$ cat src/rtl/dot_product.sv
// dot_product: streaming fixed-point multiply-accumulate.
// Each accepted operand pair is multiplied and rescaled in stage P.
// Stage A sums the beats of a packet. The packet sum is placed in a
// result register that holds under downstream backpressure. A new
// packet may accumulate while an older result waits.
module dot_product #(
   parameter int ARGW = 16,
   parameter int FRAC = 8,
   parameter int RESW = 24
) (
   input  logic              clk,
   input  logic              rst,
   input  logic              arg_valid,
   input  logic [2*ARGW-1:0] arg_data,
   input  logic              arg_last,
   output logic              arg_ready,
   output logic              res_valid,
   output logic [RESW-1:0]   res_data,
   input  logic              res_ready
);

   // Full-width signed product, arithmetically shifted right by FRAC
   // (rounds toward -inf), then truncated to the accumulator width.
   function automatic logic [RESW-1:0] scaled_product(
      input logic [ARGW-1:0] a,
      input logic [ARGW-1:0] b
   );
      logic signed [2*ARGW-1:0] a_ext;
      logic signed [2*ARGW-1:0] b_ext;
      logic signed [2*ARGW-1:0] full;
      a_ext = $signed({{ARGW{a[ARGW-1]}}, a});
      b_ext = $signed({{ARGW{b[ARGW-1]}}, b});
      full  = a_ext * b_ext;
      full  = full >>> FRAC;
      return full[RESW-1:0];
   endfunction

   // Stage P registers
   logic              p_valid_q, p_valid_d;
   logic              p_last_q,  p_last_d;
   logic [RESW-1:0]   p_data_q,  p_data_d;

   // Stage A registers
   logic [RESW-1:0]   acc_q,     acc_d;
   logic              first_q,   first_d;

   // Result register
   logic              res_valid_q, res_valid_d;
   logic [RESW-1:0]   res_data_q,  res_data_d;

   // Shared combinational terms
   logic              stall_s;
   logic              advance_s;
   logic [RESW-1:0]   base_s;
   logic [RESW-1:0]   sum_s;

   // Stall only when a last beat must load a result that is still held downstream.
   always_comb begin
      stall_s   = p_valid_q && p_last_q && res_valid_q && !res_ready;
      advance_s = p_valid_q && !stall_s;
      if (first_q) begin
         base_s = {RESW{1'b0}};
      end else begin
         base_s = acc_q;
      end
      sum_s     = base_s + p_data_q;
   end

   // Stage P next state: capture a new pair when not stalled, otherwise hold.
   always_comb begin
      p_valid_d = p_valid_q;
      p_last_d  = p_last_q;
      p_data_d  = p_data_q;
      if (!stall_s) begin
         p_valid_d = arg_valid;
         if (arg_valid) begin
            p_last_d = arg_last;
            p_data_d = scaled_product(arg_data[2*ARGW-1:ARGW], arg_data[ARGW-1:0]);
         end else begin
            p_last_d = 1'b0;
            p_data_d = p_data_q;
         end
      end else begin
         p_valid_d = p_valid_q;
      end
   end

   // Stage A and result next state: accumulate non-last beats, load result on last beat.
   always_comb begin
      acc_d       = acc_q;
      first_d     = first_q;
      res_data_d  = res_data_q;
      res_valid_d = res_valid_q;
      if (res_valid_q && res_ready) begin
         res_valid_d = 1'b0;
      end else begin
         res_valid_d = res_valid_q;
      end
      if (advance_s) begin
         if (p_last_q) begin
            res_data_d  = sum_s;
            res_valid_d = 1'b1;
            first_d     = 1'b1;
         end else begin
            acc_d       = sum_s;
            first_d     = 1'b0;
         end
      end else begin
         acc_d = acc_q;
      end
   end

   // State registers with synchronous reset.
   always_ff @(posedge clk) begin
      if (rst) begin
         p_valid_q   <= 1'b0;
         p_last_q    <= 1'b0;
         p_data_q    <= {RESW{1'b0}};
         acc_q       <= {RESW{1'b0}};
         first_q     <= 1'b1;
         res_valid_q <= 1'b0;
         res_data_q  <= {RESW{1'b0}};
      end else begin
         p_valid_q   <= p_valid_d;
         p_last_q    <= p_last_d;
         p_data_q    <= p_data_d;
         acc_q       <= acc_d;
         first_q     <= first_d;
         res_valid_q <= res_valid_d;
         res_data_q  <= res_data_d;
      end
   end

   // arg_ready depends only on register state and res_ready, never on arg_valid.
   assign arg_ready = !stall_s;
   assign res_valid = res_valid_q;
   assign res_data  = res_data_q;

endmodule

$ cat config.mk
export PLATFORM = sky130hd
export DESIGN_NAME = dot_product
export DESIGN_NICKNAME = d
export VERILOG_FILES = /design/src/rtl/dot_product.sv
export SDC_FILE = /design/constraint.sdc
export NUM_CORES = 1
export LEC_CHECK = 0
export CORE_ASPECT_RATIO = 0.5
export CORE_MARGIN = 5
export CORE_UTILIZATION = 30
export CTS_CLUSTER_DIAMETER = 50
export DETAILED_ROUTE_END_ITERATION = 8
export GPL_ROUTABILITY_DRIVEN = 0
export PLACE_DENSITY = 0.55
export SYNTH_ARGS = -nofsm -noshare
export SYNTH_HDL_FRONTEND = slang
export SYNTH_SLANG_ARGS = --single-unit
$ cat constraint.sdc
create_clock -name clk -period 13.6 [get_ports clk]
set_input_delay 2.72 -clock clk [delete_from_list [all_inputs] [get_ports clk]]
set_output_delay 2.72 -clock clk [all_outputs]
set_load 0.1 [all_outputs]
==> impl_metrics.py <==
metrics = {
    "finish": {
        "synthToLayoutAreaGrowth_pct": 10.9,
        "nets": 1964,
        "layout_commonest_cell": "inv_1",
        "final_cell_mix": "inv_1, fa_1, nand2_1",
        "diodes": 0,
        "drive_gt1_share_pct": 2.23,
        "stdcell_count": 2156,
        "n_fill_cell": 4570,
    },
    "clock_tree": {
        "h-tree-depth": 3,
        "clock-sinks": 76,
        "clk_latency_ps": 340,
        "ctsRootBufferMaster": "clkbuf_16",
        "cts_hold_buffers": 0,
        "clk_pin_slew_ps": 60,
        "cts_setup_buffers": 0,
        "postCtsResizedCells": 0,
        "tritoncts": "yes",
        "numCtsBuffers": 9,
        "cts_buffer_depth": 2,
    },
    "routing": {
        "wirelength_mm": 32.1,
        "drc_errors": 0,
        "drt_iter0_markers": 445,
        "avgRoutedWirePerCell_um": 14.9,
        "vias_per_cell": 4.48,
        "ant_nets": 0,
        "first_pass_iters": 4,
        "vias": 9666,
    },
    "synthesis": {
        "synthSimpleGateAreaFrac_pct": 18.5,
        "synth_xor_area_share_pct": 2.60,
        "synth_fp_nets": 1947,
        "netlist_area_mm2": 0.0135,
        "synth_edf_count": 0,
        "yosysSeqAreaShare_pct": 11.3,
        "synth_area_per_cell_um2": 8.73,
        "yosysWarnings": 0,
        "synth-adder-area-share_pct": 48.3,
        "synth_ff_type": "dfxtp_1",
        "synth_mux_area_share_pct": 0.148,
        "synthCells": 1546,
        "synth_compound_area_share_pct": 9.19,
        "synthArstFlopShare_pct": 0,
        "synth_top_family_by_area": "adder cells",
        "synthDistinctLibCells": 55,
        "ys_ff_latch": 76,
    },
    "die": {
        "boundaryPins": 63,
        "row_count": 54,
        "die_x_um": 310,
        "initial_core_util_pct": 30.7,
        "core_mm2": 0.0440,
        "fp.dieH_um": 160,
        "die-area_mm2": 0.0496,
    },
    "timing": {
        "rsz0062_at_grt": "false",
        "setup-tns-final_ps": 0,
        "clock_skew_ps": 7.55,
        "fmaxAchievable_ghz": 0.108,
        "hold_viol": 0,
        "finalSetupViolations": 0,
        "relSlewSlack_pct": 31.5,
        "worst_pin_slew_ps": 1030,
        "holdWs_ps": 447,
        "finalMaxSlewViolations": 0,
        "fin_crit_sh_pct": 68.0,
        "min_period_ps": 9250,
    },
    "run": {
        "maxCapViolCount": 0,
    },
    "placement": {
        "place_hpwl_mm": 26.3,
        "place_inst": 2140,
        "port_buffers": 62,
    },
    "global_routing": {
        "grt.overflow.total": 0,
        "grt_first_pass_wirelength_mm": 55.1,
        "grt_antenna_before_repair": 0,
        "track_usage_pct": 13.5,
        "grt_max_degree": 91,
        "grt_pass1_vias": 10200,
    },
    "worst_setup_path": {
        "worstPathArrival_ps": 9430,
        "cp_common_cell": "fa_1",
        "critPathLaunchType": "input pin",
        "worstPathRequired_ps": 13780,
        "slowest_delay_ps": 890,
        "worst-path-buf-inv": 4,
        "path_cells": "clkdlybuf4s50_1, nand2_1, inv_1, fa_1, fa_1, fa_1, fa_1, fa_1, inv_1, fa_1, inv_1, ha_1, a21o_1, a21o_1, a21o_1, a221oi_2, a21boi_0, o21a_1, o211ai_1, a21oi_1",
        "cp_slowest_cell": "fa_1",
        "path_max_fanout": 16,
        "critical_path_class": "in -> reg",
        "critical-path-top-delay-family": "adder cells",
        "cp-end-kind": "flip-flop",
    },
    "outcome": {
        "status": "finished clean",
    },
    "min_path": {
        "min_path_type": "reg -> reg",
    },
}
-- layer usage --
| metal | part of all wire, % | track usage (%) | wire length, um | up-vias |
|---|---|---|---|---|
| met4 | 1.0 | 2.11 | 323 | 0 |
| met3 | 3.6 | 1.83 | 1140 | 17 |
| met1 | 53 | 21.3 | 17200 | 4743 |
| li1 | - | - | - | 4795 |
| met2 | 42 | 20.0 | 13500 | 111 |
| met5 | 0 | 0 | 0 | - |
-- cells in the mapped netlist, drive strengths merged (3+ instances only) --
cell	number	share of area, %
a21oi	85	3.2
a21boi	3	0.19
a21o	19	1.1
fa	262	39
nand3	15	0.56
xor2	12	0.78
and2	117	5.4
o31ai	5	0.28
nor4	3	0.14
o21a	8	0.45
o41ai	4	0.26
ha	102	9.5
a31oi	6	0.28
o2111ai	3	0.19
clkbuf	60	1.7
o211ai	8	0.45
a211o	3	0.20
xnor2	28	1.8
o21ai	23	0.85
nand3b	14	0.78
nor2b	29	1.3
nand4	7	0.32
nand2	241	6.7
or3	9	0.45
o21bai	4	0.22
nor3	13	0.48
nor2	40	1.1
and3	3	0.18
dfxtp	76	11
or2	5	0.23
nand2b	10	0.46
a211oi	11	0.61
inv	296	8.2
a311oi	3	0.19
-- cell type report --
type / count / area (um^2) / area share (%)
Timing Repair Buffer: 67 / 653 / 4.37
Clock buffer: 11 / 253 / 1.69
Sequential cell: 76 / 1520 / 10.2
Clock inverter: 5 / 50.0 / 0.335
Inverter: 296 / 1110 / 7.43
Tap cell: 588 / 736 / 4.92
Multi-Input combinational cell: 1113 / 10600 / 71.1
-- stage by stage --
stage	area (um^2)	util, %	setup WS [ps]
after global placement	14700	33.3	4070
final	15000	34.0	4350
after floorplan	13500	-	5090
after CTS	15000	34.0	4360
after detailed placement	14700	33.3	4040
after global routing	15000	34.0	3930
-- logic make-up after synthesis --
kind of cell             count (synthesis)
AO/OA/AOI/OAI                          196
XOR/XNOR                                40
adder cells (fa/ha/maj)                364
buffers and inverters                  357
flip-flops                              76
multiplexers                             2
AND/OR/NAND/NOR                        511
-- worst min-delay path, stage by stage (launching register included) --
cell and delay, ps:
dfxtp_1 300, nand2_1 50, a21oi_1 50
-- registers in the layout, indices dropped and copies added, names as in the netlist --
name / count
acc_q: 24
first_q: 1
p_data_q: 24
p_last_q: 1
p_valid_q: 1
res_data: 24
res_valid: 1
-- path summary, 6_finish.rpt --
check,slack [ps],cells past startpoint,end,startpoint
min,450,2,acc_q[21],acc_q[21]
min reg2reg,450,2,acc_q[21],acc_q[21]
max reg2reg,10200,12,acc_q[22],first_q
max,4350,20,p_data_q[21],arg_data[1]
Power is left out: the tool's default activity adds up to more than one toggle a clock period on the data nets, which glitch-free logic cannot reach.
